--- src/rtl/fcs_mpc_sequencer_pkg.sv ---
// Shared definitions for the FCS-MPC switch-decision sequencer.
//   W       : width of the unsigned measurement and reference samples
//   EW      : signed working width of the prediction arithmetic (W+3)
//   state_t : sequencer FSM states
//   cost_t  : tracking-cost magnitude |i_ref - pred|
package fcs_mpc_pkg;

    localparam int W  = 8;
    localparam int EW = W + 3;

    typedef enum logic [2:0] {
        IDLE,
        SAMPLE,
        EVAL0,
        EVAL1,
        DECIDE
    } state_t;

    typedef logic [EW-1:0] cost_t;

endpackage

--- src/rtl/fcs_mpc_sequencer_if.sv ---
// Pad-side signal bundle of the sequencer.
//   master : drives enable, measurements and reference; observes the gate and status
//   slave  : the sequencer itself
//   en, iL, vg, vc, i_ref : enable, inductor current, source voltage, cap voltage, reference
//   u, io_oeb, busy, overrun, switch_cnt : gate, pad OE (active low), status, transition count
import fcs_mpc_pkg::*;

interface fcs_mpc_sequencer_if;

    logic          en;
    logic [W-1:0]  iL;
    logic [W-1:0]  vg;
    logic [W-1:0]  vc;
    logic [W-1:0]  i_ref;
    logic          u;
    logic          io_oeb;
    logic          busy;
    logic          overrun;
    logic [15:0]   switch_cnt;

    modport master (
        output en, iL, vg, vc, i_ref,
        input  u, io_oeb, busy, overrun, switch_cnt
    );

    modport slave (
        input  en, iL, vg, vc, i_ref,
        output u, io_oeb, busy, overrun, switch_cnt
    );

endinterface

--- src/rtl/fcs_mpc_sequencer_cost_eval.sv ---
// Combinational one-step current prediction and tracking cost for one
// switch candidate.
//   s     : candidate switch state
//   iL, vg, vc, i_ref : captured samples (unsigned)
//   err   : |i_ref - (iL + ((s*vg - vc) >>> K_SHIFT))|
import fcs_mpc_pkg::*;

module fcs_cost_eval #(
    parameter int K_SHIFT = 2
) (
    input  logic         s,
    input  logic [W-1:0] iL,
    input  logic [W-1:0] vg,
    input  logic [W-1:0] vc,
    input  logic [W-1:0] i_ref,
    output cost_t        err
);

    logic signed [EW-1:0] il_x;
    logic signed [EW-1:0] vg_x;
    logic signed [EW-1:0] vc_x;
    logic signed [EW-1:0] ref_x;
    logic signed [EW-1:0] delta;
    logic signed [EW-1:0] pred;
    logic signed [EW-1:0] diff;

    // Three guard bits cover the full range: pred spans about -64..318 and
    // the difference to i_ref stays within +/-319 for W=8.
    assign il_x  = $signed({3'b000, iL});
    assign vg_x  = $signed({3'b000, vg});
    assign vc_x  = $signed({3'b000, vc});
    assign ref_x = $signed({3'b000, i_ref});

    assign delta = s ? (vg_x - vc_x) : (-vc_x);
    assign pred  = il_x + (delta >>> K_SHIFT);
    assign diff  = ref_x - pred;
    assign err   = diff[EW-1] ? cost_t'(-diff) : cost_t'(diff);

endmodule

--- src/rtl/fcs_mpc_sequencer.sv ---
// Sequencing controller for the FCS-MPC gate decision of the power converter.
// Each sample period it captures iL/vg/vc/i_ref, evaluates the cost of both
// switch states through one shared cost unit, then applies the cheaper one
// to the gate subject to a minimum dwell.
//   wb_clk_i : system clock
//   wb_rst_i : synchronous active-high reset
//   bus      : measurements/enable in, gate/status out (fcs_mpc_sequencer_if.slave)
//
// state  | meaning
// IDLE   | waiting for the sample tick
// SAMPLE | registering iL, vg, vc, i_ref
// EVAL0  | cost of s=0 -> err0
// EVAL1  | cost of s=1 -> err1
// DECIDE | apply dwell rule, update u / dwell / switch count
import fcs_mpc_pkg::*;

module fcs_mpc_sequencer #(
    parameter int TS_DIV    = 16,
    parameter int K_SHIFT   = 2,
    parameter int MIN_DWELL = 2
) (
    input  logic                 wb_clk_i,
    input  logic                 wb_rst_i,
    fcs_mpc_sequencer_if.slave   bus
);

    localparam logic [15:0] TS_LAST   = 16'(TS_DIV - 1);
    localparam logic [15:0] DWELL_MAX = 16'(MIN_DWELL);

    state_t        state_q;
    state_t        state_d;
    logic [15:0]   cnt_q;
    logic          tick;
    logic [W-1:0]  il_q;
    logic [W-1:0]  vg_q;
    logic [W-1:0]  vc_q;
    logic [W-1:0]  ref_q;
    cost_t         err_cur;
    cost_t         err0_q;
    cost_t         err1_q;
    logic          u_q;
    logic [15:0]   dwell_q;
    logic [15:0]   sw_cnt_q;
    logic          ovr_q;
    logic          oeb_q;
    logic          best;
    logic          do_switch;

    assign tick = bus.en && (cnt_q == TS_LAST);

    // Single cost unit, candidate selected by which evaluation state is active.
    fcs_cost_eval #(.K_SHIFT(K_SHIFT)) u_cost (
        .s     (state_q == EVAL1),
        .iL    (il_q),
        .vg    (vg_q),
        .vc    (vc_q),
        .i_ref (ref_q),
        .err   (err_cur)
    );

    always_ff @(posedge wb_clk_i) begin
        if (wb_rst_i) state_q <= IDLE;
        else          state_q <= state_d;
    end

    always_comb begin
        state_d = state_q;
        case (state_q)
            IDLE:    if (tick) state_d = SAMPLE;
            SAMPLE:  state_d = EVAL0;
            EVAL0:   state_d = EVAL1;
            EVAL1:   state_d = DECIDE;
            DECIDE:  state_d = IDLE;
            default: state_d = IDLE;
        endcase
        if (!bus.en) state_d = IDLE;
    end

    // A tie keeps the present gate state so equal costs never cause switching.
    always_comb begin
        best = u_q;
        if (err1_q < err0_q)      best = 1'b1;
        else if (err0_q < err1_q) best = 1'b0;
        do_switch = (state_q == DECIDE) && (best != u_q) && (dwell_q >= DWELL_MAX);
    end

    always_ff @(posedge wb_clk_i) begin
        if (wb_rst_i) begin
            cnt_q    <= '0;
            il_q     <= '0;
            vg_q     <= '0;
            vc_q     <= '0;
            ref_q    <= '0;
            err0_q   <= '0;
            err1_q   <= '0;
            u_q      <= 1'b0;
            dwell_q  <= DWELL_MAX;
            sw_cnt_q <= '0;
            ovr_q    <= 1'b0;
            oeb_q    <= 1'b1;
        end else begin
            oeb_q <= !bus.en;
            if (!bus.en) begin
                // Forced gate-off is not a decided transition: count untouched.
                cnt_q   <= '0;
                u_q     <= 1'b0;
                dwell_q <= DWELL_MAX;
            end else begin
                cnt_q <= (cnt_q == TS_LAST) ? 16'd0 : cnt_q + 16'd1;
                if (tick && (state_q != IDLE)) ovr_q <= 1'b1;
                if (state_q == SAMPLE) begin
                    il_q  <= bus.iL;
                    vg_q  <= bus.vg;
                    vc_q  <= bus.vc;
                    ref_q <= bus.i_ref;
                end
                if (state_q == EVAL0) err0_q <= err_cur;
                if (state_q == EVAL1) err1_q <= err_cur;
                if (state_q == DECIDE) begin
                    if (do_switch) begin
                        u_q     <= best;
                        dwell_q <= '0;
                        if (sw_cnt_q != 16'hFFFF) sw_cnt_q <= sw_cnt_q + 16'd1;
                    end else if (dwell_q < DWELL_MAX) begin
                        dwell_q <= dwell_q + 16'd1;
                    end
                end
            end
        end
    end

    assign bus.u          = u_q;
    assign bus.io_oeb     = oeb_q;
    assign bus.busy       = (state_q != IDLE);
    assign bus.overrun    = ovr_q;
    assign bus.switch_cnt = sw_cnt_q;

endmodule

--- src/flat_wrapper.sv ---
// flat-port wrapper written by rule: the top's interface ports become plain ports
module fcs_mpc_sequencer_flat 
#(
    parameter int TS_DIV    = 16,
    parameter int K_SHIFT   = 2,
    parameter int MIN_DWELL = 2
)
  (wb_clk_i, wb_rst_i, bus_en, bus_iL, bus_vg, bus_vc, bus_i_ref, bus_u, bus_io_oeb, bus_busy, bus_overrun, bus_switch_cnt);
  fcs_mpc_sequencer_if bus_i ();
  input  logic wb_clk_i;
  input  logic wb_rst_i;
  input wire logic [$bits(bus_i.en)-1:0] bus_en;
  input wire logic [$bits(bus_i.iL)-1:0] bus_iL;
  input wire logic [$bits(bus_i.vg)-1:0] bus_vg;
  input wire logic [$bits(bus_i.vc)-1:0] bus_vc;
  input wire logic [$bits(bus_i.i_ref)-1:0] bus_i_ref;
  output wire logic [$bits(bus_i.u)-1:0] bus_u;
  output wire logic [$bits(bus_i.io_oeb)-1:0] bus_io_oeb;
  output wire logic [$bits(bus_i.busy)-1:0] bus_busy;
  output wire logic [$bits(bus_i.overrun)-1:0] bus_overrun;
  output wire logic [$bits(bus_i.switch_cnt)-1:0] bus_switch_cnt;
  assign bus_i.en = bus_en;
  assign bus_i.iL = bus_iL;
  assign bus_i.vg = bus_vg;
  assign bus_i.vc = bus_vc;
  assign bus_i.i_ref = bus_i_ref;
  assign bus_u = bus_i.u;
  assign bus_io_oeb = bus_i.io_oeb;
  assign bus_busy = bus_i.busy;
  assign bus_overrun = bus_i.overrun;
  assign bus_switch_cnt = bus_i.switch_cnt;
  fcs_mpc_sequencer #(.TS_DIV(TS_DIV), .K_SHIFT(K_SHIFT), .MIN_DWELL(MIN_DWELL)) u_core (.wb_clk_i(wb_clk_i), .wb_rst_i(wb_rst_i), .bus(bus_i));
endmodule
--- config.mk ---
export PLATFORM = sky130hd
export DESIGN_NAME = fcs_mpc_sequencer_flat
export DESIGN_NICKNAME = d
export VERILOG_FILES = /design/src/rtl/fcs_mpc_sequencer_pkg.sv /design/src/rtl/fcs_mpc_sequencer_if.sv /design/src/rtl/fcs_mpc_sequencer_cost_eval.sv /design/src/rtl/fcs_mpc_sequencer.sv /design/src/flat_wrapper.sv
export SDC_FILE = /design/constraint.sdc
export NUM_CORES = 1
export LEC_CHECK = 0
export BUFFER_PORTS_ARGS = -buffer_cell sky130_fd_sc_hd__clkbuf_2
export CORE_ASPECT_RATIO = 1.75
export CORE_MARGIN = 2
export CORE_UTILIZATION = 60
export CTS_CLUSTER_SIZE = 8
export DETAILED_ROUTE_END_ITERATION = 8
export GPL_TIMING_DRIVEN = 0
export MAX_ROUTING_LAYER = met4
export PLACE_DENSITY_LB_ADDON = 0.3
export RECOVER_POWER = 100
export SETUP_SLACK_MARGIN = 0.05
export SLEW_MARGIN = 20
export SYNTH_ARGS = -nofsm -noshare
export SYNTH_HDL_FRONTEND = slang
export SYNTH_SLANG_ARGS = --single-unit
--- constraint.sdc ---
create_clock -name wb_clk_i -period 5 [get_ports wb_clk_i]
set_input_delay 1 -clock wb_clk_i [delete_from_list [all_inputs] [get_ports wb_clk_i]]
set_output_delay 1 -clock wb_clk_i [all_outputs]
set_load 0.02 [all_outputs]
# Word level (Yosys, flattened, before mapping)
# Cells that the tools add are included.
# word_totals
regBits	108
in_bits	35
output_inout_bits	20
elab_cells	59
# op_classes
addsub	8
order_cmp	4
eq_ne	8
mux	8
n_bitwise	1
reduce_logical	17
# ops
operator	n
16-bit by 1-bit adder with 16-bit output, second input constant	3
16-bit two-way mux	2
11-bit less-than comparator	2
11-bit two-way mux	2
16-bit by 4-bit == test with 1-bit output, second input constant	1
16-bit by 2-bit >= comparator with 1-bit output, second input constant	1
16-bit by 2-bit less-than comparator with 1-bit output, second input constant	1
16-bit inequality test, second input constant	1
3-bit one-hot mux with 4 select lines	1
2-bit AND reduction	6
11-bit negator	1
8-bit negator with 11-bit output	1
9-bit by 10-bit subtractor with 11-bit output	1
9-bit by 9-bit adder with 10-bit output	1
8-bit by 8-bit subtractor with 9-bit output	1
3-bit by 2-bit == test with 1-bit output, second input constant	2
1-bit logical AND	4
4-bit AND reduction	1
3-bit by 1-bit == test with 1-bit output, second input constant	1
3-bit == test, second input constant	1
3-bit zero test	1
3-bit two-way mux	1
3-bit nonzero test	1
3-bit OR reduction	1
7 further kinds	8

# Longest topological paths before layout
# depth
depth_word	8
ltp_mapped	20
mapped_depth_nobuf	20

# Cells and area by module
# A second synthesis with hierarchy kept.
# hier_totals
hier_cells	761
hier_area_um2	6124.6
# modules_own_cells
mod	instances	cells_each	area_each_um2	seq_area_each_um2
fcs_mpc_sequencer	1	569	4702.0	2162.1
fcs_cost_eval	1	192	1422.6	0.0

# Worst setup path after synthesis
# No wires, ideal clock.
# synth_timing
path_type	flip-flop to flip-flop
startpoint	register u_core.vc_q[1]
endpoint	register u_core.err0_q[9]
setup_time_ns	0.080
arrival_time_ns	4.047
required_ns	4.920
setup_slack_ns	0.873
stages_incl_launch_ff	20
period_less_slack_ns	4.127
path_cell_list	dfxtp_1 > inv_1 > ha_1 > a21o_1 > xnor2_1 > nor2_1 > a31oi_1 > fa_1 > inv_1 > ha_1 > or2_2 > fa_1 > a211oi_2 > o21ai_2 > a21o_1 > a2111oi_2 > nand4_1 > o21ai_1 > nor2_1 > a211oi_2
# synth_between
elab_chain_cells	6
# synth_lines
element	line_no	rtl
from (decl)	fcs_mpc_sequencer.sv:36	logic [W-1:0] vc_q;
from (signal assigned)	fcs_mpc_sequencer.sv:114	vc_q <= bus.vc;
8-bit negator with 11-bit output / 8-bit by 8-bit subtractor with 9-bit output (equally long branches)	fcs_mpc_sequencer_cost_eval.sv:34	assign delta = s ? (vg_x - vc_x) : (-vc_x);
11-bit two-way mux (*)	fcs_mpc_sequencer_cost_eval.sv:34	
9-bit by 9-bit adder with 10-bit output (*)	fcs_mpc_sequencer_cost_eval.sv:35	assign pred = il_x + (delta >>> K_SHIFT);
9-bit by 10-bit subtractor with 11-bit output (*)	fcs_mpc_sequencer_cost_eval.sv:36	assign diff = ref_x - pred;
11-bit negator	fcs_mpc_sequencer_cost_eval.sv:37	assign err = diff[EW-1] ? cost_t'(-diff) : cost_t'(diff);
11-bit two-way mux (*)	fcs_mpc_sequencer_cost_eval.sv:37	
to (signal assigned)	fcs_mpc_sequencer.sv:117	if (state_q == EVAL0) err0_q <= err_cur;
to (decl)	fcs_mpc_sequencer.sv:39	cost_t err0_q;
# Every way passes the cells marked *; elsewhere a longest branch is shown, timed or not.
# A chain may end at the register's enable or synchronous reset.

# Worst setup path after layout
# layout_timing
startpoint	register u_core.vc_q[1]
endpoint	register u_core.err1_q[8]
# layout_between
elab_chain_cells	6
# layout_lines
element	line_no	rtl
8-bit negator with 11-bit output / 8-bit by 8-bit subtractor with 9-bit output (equally long branches)	fcs_mpc_sequencer_cost_eval.sv:34	
11-bit two-way mux (*)	fcs_mpc_sequencer_cost_eval.sv:34	
9-bit by 9-bit adder with 10-bit output (*)	fcs_mpc_sequencer_cost_eval.sv:35	
9-bit by 10-bit subtractor with 11-bit output (*)	fcs_mpc_sequencer_cost_eval.sv:36	
11-bit negator	fcs_mpc_sequencer_cost_eval.sv:37	
11-bit two-way mux (*)	fcs_mpc_sequencer_cost_eval.sv:37	
to (signal assigned)	fcs_mpc_sequencer.sv:118	if (state_q == EVAL1) err1_q <= err_cur;
to (decl)	fcs_mpc_sequencer.sv:40	cost_t err1_q;
# Marks and branches as above.

==> summary.md <==
| Metric | Value |
|---|---|
| Clock Tree Buf Depth | 2 |
| Io pins | 55 |
| Mapped Avg Cell Area | 8.49 um2 |
| Worst hold stages | 2 |
| Initial DRT Pass Iterations | 4 |
| DRT antenna net count | 0 |
| Peak VDD IR | 0.192 mV |
| Logic pwr share | 2.4% |
| Status | completed |
| Sw power | 0.000343 W |
| CP startpoint kind | register |
| Signal arrival time at the worst endpoint | 4.90 ns |
| Worst Max-Slew Pin Slew | 0.714 ns |
| Hold bufs inserted after CTS | 0 |
| CP bufs+invs | 2 |
| Chip width | 78.6 um |
| Clock network power share | 43.3% |
| Post-Syn Area | 0.00585 mm2 |
| Placed wire-length estimate | 10.3 mm |
| Skew-Pair Late Insertion Delay | 0.35 ns |
| Primary FF master, synth | dfxtp_1 |
| Synth Register Bits | 108 |
| Pleak | 2.45 nW |
| Die area | 0.0106 mm2 |
| MaxCap Viol Count | 0 |
| CP max stage cell | fa_1 |
| Crit-path leading delay family | compound AO/OA/AOI/OAI gates |
| Period utilisation layout | 92.8% |
| Hold_sp | u_core.il_q[0] |
| Crit-path max cell delay | 0.49 ns |
| CTS tree | yes |
| Final net count | 830 |
| Worst min-delay path class | reg2reg |
| Hold EP | u_core.il_q[0] |
| DRT Wirelength | 13.2 mm |
| PD cells | 246 mW/mm2 |
| RSZ-0062 raised after global routing | no |
| Die span in y | 135 um |
| Root buf cell | clkbuf_16 |
| CP Capture Type | register |
| Crit Path Max Fanout | 6 |
| Reg2Reg Depth | 18 |
| Endpoints failing setup | 0 |
| Crit Reg-Reg Startpoint | u_core.vc_q[1] |
| Max Clock Skew | 0.00590 ns |
| Reg2reg end | u_core.err1_q[8] |
| CTS clock-pin slew for the worst setup and hold paths | 0.07 ns |
| CTS Sinks | 108 |
| Synthesis Warnings | 0 |
| GRT Util Overall | 26.8% |
| Sw frac | 21.6% |
| FF-to-FF setup slack | 0.36 ns |
| Internal power | 0.00124 W |
| Reg power frac | 54.3% |
| H-tree Lvls | 3 |
| Initial Util | 61.8% |
| Gp weighted congestion | 0.897 |
| Synth-to-layout area growth | 10.5% |
| Sequential fraction of the synthesis area | 37.0% |
| CTS buffer count | 9 |
| GR Overflow Total | 0 |
| Slew Limit Fails | 0 |
| CORE AREA | 0.00947 mm2 |
| Routed wire per std cell | 15.0 um |
| Hold Vio Cnt, Final | 0 |
| Hold slack | 0.457 ns |
| Largest net degree at the start of global routing | 18 |
| Type of the worst setup path | reg2reg |
| Via count | 4,964 |
| Residual DRC | 0 |
| Synth async-reset ratio | 0% |
| Setup total negative slack | 0 ns |
| First-pass GRT wire length | 22.1 mm |
| Layout cell share with drive strength beyond 1 | 10.3% |
| Vias in the first global route | 4,992 |
| Iteration-0 DRC Markers | 213 |
| Max frequency | 216 MHz |
| Mapped Nets | 766 |
| Vias per std cell | 5.64 |
| Worst path cell trace | inv_1 -> ha_1 -> a21o_1 -> a21oi_1 -> o21bai_1 -> a211oi_1 -> o21bai_1 -> xnor2_1 -> o21ai_1 -> fa_1 -> inv_1 -> ha_1 -> o41a_1 -> a2111oi_4 -> nand3_1 -> nand2b_1 -> a22oi_2 -> a211oi_1 |
| Worst Path Required | 5.26 ns |
| Rel. slew slack | 52.2% |
| Initial antenna violation count | 0 |
| Cell count after synthesis | 689 |
| Site Rows | 47 |
| Minimum clock period after layout | 4.64 ns |
| ANT cells | 0 |
| I/O Buffers | 53 |
| Post-synth EDFFs | 0 |
| Post-synth cell types | 65 |
[power by group through the flow]
stage / Sequential, W / Clock, W / Combinational (W)
6_report: 0.000862 / 0.000688 / 0.0000381
5_1_grt: 0.000861 / 0.000733 / 0.0000416
4_1_cts: 0.000861 / 0.000697 / 0.0000392
3_5_place_dp: 0.000882 / 0 / 0.0000389
3_3_place_gp: 0.000881 / 0 / 0.0000387
2_1_floorplan: 0.000882 / 0 / 0.0000179
[registers in the layout (all words and copies together) (netlist names)]
name	cells
u_core.bus.io_oeb	1
u_core.bus.overrun	1
u_core.bus.switch_cnt	16
u_core.bus.u	1
u_core.cnt_q	16
u_core.dwell_q	16
u_core.err0_q	11
u_core.err1_q	11
u_core.il_q	8
u_core.ref_q	8
u_core.state_q	3
u_core.vc_q	8
u_core.vg_q	8
[worst max path at each step]
stage | from | endpoint | slack (ns) | cells past startpoint
floorplan | u_core.vc_q[1] | u_core.err0_q[9] | 0.87 | 19
finish | u_core.vc_q[1] | u_core.err1_q[8] | 0.36 | 18
CTS | u_core.state_q[0] | u_core.err0_q[9] | 0.19 | 16
global route | u_core.vc_q[1] | u_core.err0_q[9] | 0.04 | 19
global placement | u_core.vc_q[1] | u_core.err0_q[8] | 0.34 | 17
detailed placement | u_core.state_q[0] | u_core.err1_q[8] | 0.25 | 16
[tightest hold or removal path: stages, from the launching register on]
cell and delay [ns]:
dfxtp_1 0.31, nand2_1 0.05, a21oi_1 0.05
[metrics by stage]
stage	area (um2)	setup WS (ns)	instances	power, W	utilization, %
floorplan	5850	0.873	689	0.000900	-
global placement	6260	0.336	864	0.000920	66.2
detailed placement	6260	0.246	864	0.000920	66.2
CTS	6550	0.188	880	0.00160	69.2
global route	6460	0.0416	880	0.00164	68.2
finish	6460	0.360	880	0.00159	68.2
[synth_stat cells (7+ instances only)]
cell | instances | share of area (%)
nor4_2 | 9 | 1.9
ha_1 | 34 | 7.3
o21ai_0 | 15 | 1.3
nand3_1 | 15 | 1.3
clkbuf_1 | 20 | 1.3
nand4_1 | 12 | 1.3
a211oi_2 | 7 | 1.5
a211oi_1 | 13 | 1.7
nor3_1 | 10 | 0.86
a21oi_1 | 52 | 4.5
dfxtp_1 | 108 | 37
nand2_1 | 93 | 6.0
xor2_1 | 12 | 1.8
nor2_1 | 78 | 5.0
inv_1 | 58 | 3.7
xnor2_1 | 35 | 5.2
and3_1 | 14 | 1.5
nor4_1 | 7 | 0.75
fa_1 | 8 | 2.7
[final cells by class]
cell class,count,area (um2)
buffer,26,134
clock buffer,12,256
clock inverter,4,31.3
fill,807,3010
inverter,58,218
multi-input combinational,497,3260
sequential,108,2160
tap,122,153
timing repair buffer,53,240
[logic make-up (layout without fill, tap and decap cells)]
| logic type | after synthesis | count (layout) | synth area share [%] |
|---|---|---|---|
| compound gates | 128 | 128 | 15.6 |
| simple gates | 277 | 277 | 23.8 |
| buf+inv | 84 | 153 | 6.08 |
| fa+ha+maj | 42 | 42 | 10.0 |
| xor+xnor | 47 | 47 | 7.04 |
| mux | 3 | 3 | 0.514 |
| flops | 108 | 108 | 37.0 |
[repair_timing]
item | in CTS | in global routing
setup buffers | 0 | 0
resized for setup | 0 | 8
endpoints found under the setup margin | 0 | 10
[placed cells by master (no fill, tap or decap), types with 5 or more instances in the layout]
cell type	Yosys	layout
ha_1	34	34
a211oi_1	13	14
a21o_1	5	5
o21ai_0	15	13
nand3_1	15	15
xnor2_1	35	35
dfxtp_1	108	108
nor4_1	7	16
inv_1	58	58
nand2_1	93	93
clkbuf_16	0	9
a21oi_1	52	51
clkbuf_2	0	34
a211oi_2	7	6
fa_1	8	8
and3_1	14	14
or3_1	5	5
nor2_1	78	80
nand4_1	12	12
xor2_1	12	12
o21ai_1	6	8
nor3_1	10	12
clkbuf_1	20	42
nand2b_1	6	6
[metal layers]
layer  GRT usage, %  part of all wire [%]  routed length [um]
met5              -                     0                   0
met4           11.0                   2.7                 350
met3           3.54                   2.7                 359
met2           52.2                    58                7620
met1           25.7                    37                4850
(Power assumes the default switching activity.)
